===== src/rtl/axi_buf_pkg.sv =====
// axi_buf_pkg: shared constants for the AXI write pairing buffer.
//   RESP_OKAY - B-channel response code returned for every accepted write.
package axi_buf_pkg;
    localparam logic [1:0] RESP_OKAY = 2'b00;
endpackage


===== src/rtl/axi_write_pairing_buffer_sync_fifo.sv =====
// sync_fifo: single-clock FIFO with registered storage and combinational head read.
//   clk, rst          - clock, synchronous active-high reset
//   push_i, din_i     - write enable and data (caller guarantees not full)
//   pop_i             - read enable (caller guarantees not empty)
//   head_o            - head entry, zero while empty
//   count_o           - occupied entries, 0..DEPTH
module sync_fifo #(
    parameter int DEPTH = 4,
    parameter int WIDTH = 8
) (
    input  logic                     clk,
    input  logic                     rst,
    input  logic                     push_i,
    input  logic                     pop_i,
    input  logic [WIDTH-1:0]         din_i,
    output logic [WIDTH-1:0]         head_o,
    output logic [$clog2(DEPTH):0]   count_o
);
    localparam int AW = $clog2(DEPTH);
    logic [WIDTH-1:0] mem_q [DEPTH];
    logic [AW-1:0]    wr_q, wr_d, rd_q, rd_d;
    logic [AW:0]      cnt_q, cnt_d;
    always_comb begin
        wr_d  = push_i ? wr_q + 1'b1 : wr_q;
        rd_d  = pop_i ? rd_q + 1'b1 : rd_q;
        cnt_d = cnt_q + {{AW{1'b0}}, push_i} - {{AW{1'b0}}, pop_i};
    end
    always_ff @(posedge clk) begin
        if (rst) begin
            wr_q  <= '0;
            rd_q  <= '0;
            cnt_q <= '0;
        end else begin
            wr_q  <= wr_d;
            rd_q  <= rd_d;
            cnt_q <= cnt_d;
        end
    end
    always_ff @(posedge clk) begin
        if (push_i) mem_q[wr_q] <= din_i;
    end
    // Gate the head so stale storage never shows after reset or once drained.
    assign head_o  = (cnt_q != '0) ? mem_q[rd_q] : '0;
    assign count_o = cnt_q;
endmodule


===== src/rtl/axi_write_pairing_buffer.sv =====
// axi_write_pairing_buffer: pairs AXI AW/W beats, buffers them and returns B responses.
//   clk_domain_a, rst            - clock, synchronous active-high reset
//   s_aw*/s_w*                   - master address and data channels (independent handshakes)
//   s_b*                         - write response channel, one OKAY per accepted beat
//   m_awvalid/m_aw*/m_w*/m_awready - combined address+data+strobe beat to the IP
//   fifo_count                   - pair-FIFO occupancy
module axi_write_pairing_buffer
    import axi_buf_pkg::*;
#(
    parameter int DATA_WIDTH = 32,
    parameter int ADDR_WIDTH = 16,
    parameter int DEPTH      = 4
) (
    input  logic                      clk_domain_a,
    input  logic                      rst,
    input  logic                      s_awvalid,
    input  logic [ADDR_WIDTH-1:0]     s_awaddr,
    output logic                      s_awready,
    input  logic                      s_wvalid,
    input  logic [DATA_WIDTH-1:0]     s_wdata,
    input  logic [DATA_WIDTH/8-1:0]   s_wstrb,
    output logic                      s_wready,
    output logic                      s_bvalid,
    output logic [1:0]                s_bresp,
    input  logic                      s_bready,
    output logic                      m_awvalid,
    output logic [ADDR_WIDTH-1:0]     m_awaddr,
    output logic [DATA_WIDTH-1:0]     m_wdata,
    output logic [DATA_WIDTH/8-1:0]   m_wstrb,
    input  logic                      m_awready,
    output logic [$clog2(DEPTH):0]    fifo_count
);
    localparam int CW = $clog2(DEPTH) + 1;
    localparam int PW = $clog2(2 * DEPTH) + 1;
    localparam logic [CW-1:0] FULL = CW'(DEPTH);
    localparam logic [PW-1:0] PMAX = PW'(2 * DEPTH);
    typedef struct packed {
        logic [ADDR_WIDTH-1:0]   addr;
        logic [DATA_WIDTH-1:0]   data;
        logic [DATA_WIDTH/8-1:0] strb;
    } pair_t;
    logic                    aw_held_q, aw_held_d, w_held_q, w_held_d;
    logic [ADDR_WIDTH-1:0]   aw_addr_q, aw_addr_d;
    logic [DATA_WIDTH-1:0]   w_data_q, w_data_d;
    logic [DATA_WIDTH/8-1:0] w_strb_q, w_strb_d;
    logic [PW-1:0]           pend_q, pend_d;
    logic                    push, pop, aw_hs, w_hs, b_hs;
    pair_t                   tail, head;
    always_comb begin
        // Full is judged on the registered count: a same-cycle pop never frees room.
        push      = aw_held_q & w_held_q & (fifo_count != FULL);
        s_awready = !aw_held_q | push;
        s_wready  = !w_held_q | push;
        aw_hs     = s_awvalid & s_awready;
        w_hs      = s_wvalid & s_wready;
        aw_held_d = aw_hs | (aw_held_q & !push);
        w_held_d  = w_hs | (w_held_q & !push);
        aw_addr_d = aw_hs ? s_awaddr : aw_addr_q;
        w_data_d  = w_hs ? s_wdata : w_data_q;
        w_strb_d  = w_hs ? s_wstrb : w_strb_q;
        // Stop issuing beats once the owed-response counter is saturated.
        m_awvalid = (fifo_count != '0) & (pend_q != PMAX);
        pop       = m_awvalid & m_awready;
        s_bvalid  = pend_q != '0;
        s_bresp   = RESP_OKAY;
        b_hs      = s_bvalid & s_bready;
        pend_d    = pend_q + PW'(pop) - PW'(b_hs);
        tail      = '{addr: aw_addr_q, data: w_data_q, strb: w_strb_q};
        m_awaddr  = head.addr;
        m_wdata   = head.data;
        m_wstrb   = head.strb;
    end
    always_ff @(posedge clk_domain_a) begin
        if (rst) begin
            aw_held_q <= 1'b0;
            w_held_q  <= 1'b0;
            aw_addr_q <= '0;
            w_data_q  <= '0;
            w_strb_q  <= '0;
            pend_q    <= '0;
        end else begin
            aw_held_q <= aw_held_d;
            w_held_q  <= w_held_d;
            aw_addr_q <= aw_addr_d;
            w_data_q  <= w_data_d;
            w_strb_q  <= w_strb_d;
            pend_q    <= pend_d;
        end
    end
    sync_fifo #(.DEPTH(DEPTH), .WIDTH($bits(pair_t))) u_fifo (
        .clk     (clk_domain_a),
        .rst     (rst),
        .push_i  (push),
        .pop_i   (pop),
        .din_i   (tail),
        .head_o  (head),
        .count_o (fifo_count)
    );
endmodule


===== config.mk =====
export PLATFORM = sky130hd
export DESIGN_NAME = axi_write_pairing_buffer
export DESIGN_NICKNAME = d
export VERILOG_FILES = /design/src/rtl/axi_buf_pkg.sv /design/src/rtl/axi_write_pairing_buffer_sync_fifo.sv /design/src/rtl/axi_write_pairing_buffer.sv
export SDC_FILE = /design/constraint.sdc
export NUM_CORES = 1
export LEC_CHECK = 0
export CAP_MARGIN = 25
export CORE_MARGIN = 3
export CORE_UTILIZATION = 45
export DETAILED_ROUTE_END_ITERATION = 7
export GPL_TIMING_DRIVEN = 0
export PLACE_DENSITY_LB_ADDON = 0.05
export SETUP_SLACK_MARGIN = 0.15
export SLEW_MARGIN = 40
export SYNTH_ARGS = -nofsm -noshare
export SYNTH_HDL_FRONTEND = slang
export SYNTH_HIERARCHICAL = 1
export SYNTH_SLANG_ARGS = --single-unit

===== constraint.sdc =====
create_clock -name clk_domain_a -period 4.95 [get_ports clk_domain_a]
set_clock_uncertainty 0.05 [all_clocks]
set_input_delay 0.7425 -clock clk_domain_a [delete_from_list [all_inputs] [get_ports clk_domain_a]]
set_output_delay 0.7425 -clock clk_domain_a [all_outputs]
set_load 0.01 [all_outputs]

==> impl_metrics.env, run 1 <==
export IMPL_run_status="complete, no violations"
export IMPL_initial_core_util=0.465
export IMPL_rsz0062_at_grt="no"
export IMPL_ir_drop_uv=292
export IMPL_clkPwrFrac=0.309
export IMPL_wl_met3_um=930
export IMPL_place_area_mm2=0.0128
export IMPL_synth_area_leaders="edfxtp_1 56%, dfxtp_1 12%, mux4_2 10%, nand2b_1 6.0%, mux2i_1 4.8%"
export IMPL_insertion_delay_ps=530
export IMPL_p_sw_mw=1.76
export IMPL_max_clock_freq_mhz=283
export IMPL_crit_arrival_ps=2750
export IMPL_hp_class="reg -> reg"
export IMPL_regArea_mm2=0.00759
export IMPL_num_antenna_cells=0
export IMPL_met2WireLength_um=11100
export IMPL_synth_ff_latch_count=275
export IMPL_seq_area_frac_synth=0.682
export IMPL_r2r_cells=6
export IMPL_synth_top_area_frac=0.562
export IMPL_cts_htree_levels=1
export IMPL_place_hpwl_um=13800
export IMPL_synthCells=648
export IMPL_seqPwrFrac=0.403
export IMPL_num_vias=5789
export IMPL_maxSlewHeadroom=0.522
export IMPL_ant_nets=0
export IMPL_finalSetupTns_ps=0
export IMPL_cts_clk_slew_worst_paths_ps=60
export IMPL_place_congestion=0.739
export IMPL_clock_path_buffers=3
export IMPL_dp_slack_ps=1890
export IMPL_die_w_um=163
export IMPL_drv_slew=0
export IMPL_finalHoldViolCount=0
export IMPL_setup_violations_final=0
export IMPL_leakage_nw=4.69
export IMPL_multi_input_area_mm2=0.00321
export IMPL_crit_path_end_kind="output port"
export IMPL_finish_instance_area_mm2=0.0137
export IMPL_cp_max_fo=10
export IMPL_numPortBuffers=116
export IMPL_p_per_area_mw_per_mm2=487
export IMPL_syn_area_mm2=0.0111
export IMPL_finalWorstSetupSlack_ps=1410
export IMPL_die_h_um=163
export IMPL_die_area_mm2=0.0266
export IMPL_route_detailed_drc=0
export IMPL_finalCriticalPeriod_ps=3540
export IMPL_power_share_combinational=0.288
export IMPL_first_global_vias=6350
export IMPL_area_delta_synth_final_pct=23.2
export IMPL_met1_length_um=9930
export IMPL_hold_depth=0
export IMPL_crit_required_ps=4160
export IMPL_p_sw_frac=0.264
export IMPL_internal_power_mw=4.91
export IMPL_firstDrtPassIters=4
export IMPL_synth_cell_types=36
export IMPL_highest_layer="met4"
export IMPL_track_usage=0.172
export IMPL_synth_yosys_warnings=6
export IMPL_row_count=56
export IMPL_total_power_mw=6.67
export IMPL_core_mm2=0.0239
export IMPL_crit_type="reg -> out"
export IMPL_gr_total_overflow=0
export IMPL_post_cts_resized=0
export IMPL_antenna_found_initial=0
export IMPL_avgRoutedWirePerCell_um=19.6
export IMPL_tightest_slew_ps=717
export IMPL_max_cap_violations=0
export IMPL_viasPerCell=5.07
export IMPL_worstSetupStartpointType="flip-flop"
export IMPL_grt_pass1_wl_um=35400
export IMPL_finalCritPeriodShare=0.715
export IMPL_ctsHoldBuffers=0
export IMPL_ctsRootBufferMaster="clkbuf_16"
export IMPL_yosys_area_top_type="edfxtp_1"
export IMPL_avgSynthCellArea_um2=17.2
export IMPL_fillers=1899
export IMPL_boundaryPins=119
export IMPL_wirelength_um=22400
export IMPL_final_net_count=872
export IMPL_cts_sink_count=275
export IMPL_cts_inserted_buffers=28
export IMPL_drtIter0Drc=242
export IMPL_post_cts_buffers=0
export IMPL_final_layout_size_suffix_gt1_frac=0.152
export IMPL_grt_max_degree=29
export IMPL_cts_tree="done"
layer usage:
layer / GRT usage / vias to the layer above
met4: 0.0415 / 0
met1: 0.234 / 2930
met3: 0.0256 / 35
met2: 0.295 / 120
li1: - / 2704
met5: 0 / -
state kept, by name, summed over array words and instances, names as in the netlist, 2 cells and up, named ones only:
signal,count
u_fifo/count_o,3
u_fifo/mem_q,208
w_strb_q,4
aw_addr_q,16
pend_q,4
w_data_q,32
u_fifo/rd_q,2
u_fifo/wr_q,2
worst paths after layout:
path | start | endpoint | slack [ps]
hold reg to reg | w_strb_q[2] | u_fifo/mem_q[1][2] | 450
setup reg to reg | u_fifo/count_o[2] | u_fifo/count_o[2] | 2570
setup / recovery | u_fifo/count_o[2] | m_wstrb[3] | 1410
hold / removal | w_strb_q[2] | u_fifo/mem_q[1][2] | 450
through the flow:
stage	std cells	util	hold WS, ps
floorplan	649	-	411
global placement	1084	0.531	420
detailed placement	1089	0.535	439
CTS	1141	0.573	452
global route	1141	0.573	472
finish	1141	0.573	452
area by class of cell:
class                      count  share of cell area
inverter                      14             0.00384
clock inverter                12             0.00795
buffer                        37              0.0204
clock buffer                  40              0.0582
tap                          319              0.0291
sequential                   275               0.554
multi-input combinational    323               0.235
timing repair buffer         121              0.0921
layout by cell type, fill, tap and decap left out, drive strengths merged:
cell and n:
a211oi 1, a21bo 2, a21oi 6, a31o 1
and2 58, and3 1, and4bb 1, buf 24
bufinv 2, clkbuf 58, clkdlybuf4s50 116, clkinv 10
conb 2, dfxtp 67, edfxtp 208, fa 2
ha 12, inv 14, mux2i 53, mux4 52
nand2 3, nand2b 106, nand3 1, nand3b 1
nor2 8, nor2b 4, nor3 1, o21ba 1
o311a 1, or3 1, or3b 1, xnor2 3
xor3 1
cells in the mapped netlist:
| library cell | count |
|---|---|
| a21bo_2 | 2 |
| nand3_1 | 1 |
| o21ba_2 | 1 |
| edfxtp_1 | 208 |
| or3b_2 | 1 |
| xnor2_1 | 3 |
| a211oi_4 | 1 |
| and4bb_4 | 1 |
| conb_1 | 1 |
| and2_1 | 58 |
| buf_12 | 5 |
| a31o_2 | 1 |
| buf_8 | 1 |
| ha_1 | 12 |
| and3_1 | 1 |
| nand2_1 | 3 |
| buf_4 | 3 |
| mux4_1 | 2 |
| buf_6 | 4 |
| or3_1 | 1 |
| buf_1 | 1 |
| nor2b_1 | 4 |
| fa_1 | 2 |
| o311a_2 | 1 |
| a21oi_1 | 6 |
| nor3_1 | 1 |
| buf_2 | 5 |
| nor2_1 | 8 |
| dfxtp_1 | 67 |
| mux4_2 | 50 |
| nand2b_1 | 106 |
| nand3b_1 | 1 |
| xor3_1 | 1 |
| clkbuf_1 | 18 |
| inv_1 | 14 |
| mux2i_1 | 53 |
cells by family (layout without fill, tap and decap cells):
kind of cell | Yosys count | count (layout) | synth area share
flip-flops | 275 | 275 | 0.682
AND/OR/NAND/NOR | 186 | 186 | 0.103
multiplexers | 105 | 105 | 0.154
buffers and inverters | 51 | 224 | 0.0298
adder cells (fa/ha/maj) | 14 | 14 | 0.0171
AO/OA/AOI/OAI | 12 | 12 | 0.00900
XOR/XNOR | 4 | 4 | 0.00450
other | 1 | 2 | 0.000337
critical path, stage by stage, from the launching register on:
cell and delay [ps]:
dfxtp_1 490, or3_1 170, buf_1 350, clkbuf_1 420
and2_1 240, clkdlybuf4s50_1 550
power by group through the flow:
stage,sequential [mW],combinational [mW],clock (mW)
floorplan,2.71,1.11,0
global placement,2.73,1.94,0
detailed placement,2.74,1.97,0
CTS,2.69,1.98,2.10
global route,2.70,2.10,2.21
finish,2.69,1.92,2.06
Note: power is estimated with default switching activity, not from simulation.
==> inputs of run 2 (changes only) <==
==> constraint.sdc (replaced) <==
create_clock -name clk_domain_a -period 3.4 [get_ports clk_domain_a]
set_clock_uncertainty 0.05 [all_clocks]
set_input_delay 0.51 -clock clk_domain_a [delete_from_list [all_inputs] [get_ports clk_domain_a]]
set_output_delay 0.51 -clock clk_domain_a [all_outputs]
set_load 0.01 [all_outputs]
==> run 2 against run 1 <==
Against the previous run:
- via count fell by 0.43%
- worst hold slack improved by 5.3 ps
- critical path depth did not move
- global-route usage barely moved
- routed wire length fell by 0.26%
- sequential power rose by 45%
- non-clock buffer count did not move
- combinational power rose by 46%
- worst setup slack got worse by 1000 ps
- count of clock-buffer cells in the layout did not move
- flip-flop and latch count did not move
==> impl_metrics.env, run 2 (synthesis gave the netlist of run 1 again) <==
export IMPL_run_status="complete, no violations"
export IMPL_grt_pass1_wl_um=35400
export IMPL_clock_path_buffers=3
export IMPL_finalCriticalPeriod_ps=3030
export IMPL_met2WireLength_um=11100
export IMPL_cts_inserted_buffers=28
export IMPL_finalWorstSetupSlack_ps=375
export IMPL_insertion_delay_ps=530
export IMPL_rsz0062_at_grt="no"
export IMPL_p_per_area_mw_per_mm2=709
export IMPL_wirelength_um=22400
export IMPL_route_detailed_drc=0
export IMPL_worstSetupStartpointType="flip-flop"
export IMPL_ctsHoldBuffers=0
export IMPL_cts_htree_levels=1
export IMPL_cts_clk_slew_worst_paths_ps=60
export IMPL_ir_drop_uv=425
export IMPL_row_count=56
export IMPL_finish_instance_area_mm2=0.0137
export IMPL_numPortBuffers=116
export IMPL_place_area_mm2=0.0128
export IMPL_viasPerCell=5.05
export IMPL_crit_path_end_kind="output port"
export IMPL_cp_max_fo=10
export IMPL_finalSetupTns_ps=0
export IMPL_path_common_cell="clkbuf_2"
export IMPL_cpPeakStageDelay_ps=480
export IMPL_first_global_vias=6347
export IMPL_crit_arrival_ps=2470
export IMPL_drtIter0Drc=232
export IMPL_area_delta_synth_final_pct=23.3
export IMPL_place_hpwl_um=13800
export IMPL_final_cell_mix="208 x edfxtp_1, 116 x clkdlybuf4s50_1, 106 x nand2b_1"
export IMPL_final_layout_size_suffix_gt1_frac=0.161
export IMPL_die_area_mm2=0.0266
export IMPL_antenna_found_initial=0
export IMPL_maxSlewHeadroom=0.519
export IMPL_layout_commonest_cell="edfxtp_1"
export IMPL_top_register="u_fifo/mem_q"
export IMPL_met1_length_um=9830
export IMPL_finalCritPeriodShare=0.890
export IMPL_tightest_slew_ps=722
export IMPL_cts_tree="done"
export IMPL_grt_max_degree=29
export IMPL_reg_top3="u_fifo/mem_q (208), w_data_q (32), aw_addr_q (16)"
export IMPL_firstDrtPassIters=4
export IMPL_crit_required_ps=2840
export IMPL_highest_layer="met4"
export IMPL_dp_cells=1089
export IMPL_dp_slack_ps=568
export IMPL_finalHoldViolCount=0
export IMPL_core_mm2=0.0239
export IMPL_die_h_um=163
export IMPL_max_clock_freq_mhz=331
export IMPL_place_congestion=0.739
export IMPL_hp_class="reg -> reg"
export IMPL_post_cts_buffers=0
export IMPL_gr_total_overflow=0
export IMPL_fin_cells=1141
export IMPL_num_antenna_cells=0
export IMPL_fin_util=0.574
export IMPL_path_cells="or3_1 > clkbuf_2 > clkbuf_2 > and2_1 > clkdlybuf4s50_1"
export IMPL_drv_slew=0
export IMPL_wl_met3_um=1010
export IMPL_crit_type="reg -> out"
export IMPL_slowest_stage="clkdlybuf4s50_1"
export IMPL_initial_core_util=0.465
export IMPL_setup_violations_final=0
export IMPL_max_cap_violations=0
export IMPL_boundaryPins=119
export IMPL_num_vias=5764
export IMPL_ctsRootBufferMaster="clkbuf_16"
export IMPL_die_w_um=163
export IMPL_track_usage=0.172
export IMPL_leakage_nw=4.71
export IMPL_avgRoutedWirePerCell_um=19.6
export IMPL_ant_nets=0
export IMPL_largest_register_ffs=208
export IMPL_final_net_count=872
export IMPL_cts_sink_count=275
run 2: cell count changes in the layout (fill, tap and decap cells not counted), sizes merged:
cell / before / now
clkbuf: 58 / 60
buf: 24 / 22
run 2: critical path, delay by kind of cell (launching register included):
family | cells | cell delay, ps
AND/OR/NAND/NOR | 2 | 600
flip-flops | 1 | 390
buffers and inverters | 3 | 940
run 2: power breakdown:
part | leakage [nW] | switching [mW] | internal (mW)
registers | 2.47 | 0.124 | 3.79
clock network | 0.447 | 1.22 | 1.78
logic | 1.79 | 1.22 | 1.60
total | 4.71 | 2.56 | 7.16
run 2: layout make-up:
cell class / count / area (um2)
repair buffers: 121 / 1260
fillers: 1901 / 10200
well taps: 319 / 399
clock buffers: 40 / 797
multi-input cells: 323 / 3210
flip-flops and latches: 275 / 7590
plain buffers: 37 / 290
clock inverters: 12 / 109
inverters: 14 / 52.6
run 2: through the flow:
stage               hold slack [ps]  power (mW)
CTS                             452        9.86
detailed placement              439        6.85
finish                          457        9.72
global route                    472        10.2
global placement                420        6.79
floorplan                       411        5.57
run 2: timing repair:
action | 4_1_cts | 5_1_grt
hold endpoints to repair | 0 | 0
cloned | 0 | 0
setup endpoints to repair | 50 | 50
resized for setup | 5 | 4
run 2: final timing paths:
check / from / end / slack, ps / cells after the start
worst max-delay path: u_fifo/count_o[1] / m_wdata[12] / 370 / 5
worst min register to register: w_data_q[10] / u_fifo/mem_q[3][14] / 460 / 0
worst max register to register: u_fifo/count_o[2] / u_fifo/count_o[2] / 1020 / 6
worst min-delay path: w_data_q[10] / u_fifo/mem_q[3][14] / 460 / 0
run 2: per-layer routing:
layer	track usage	vias to the layer above
met5	0	-
met3	0.0256	34
li1	-	2704
met1	0.234	2893
met4	0.0415	0
met2	0.295	133
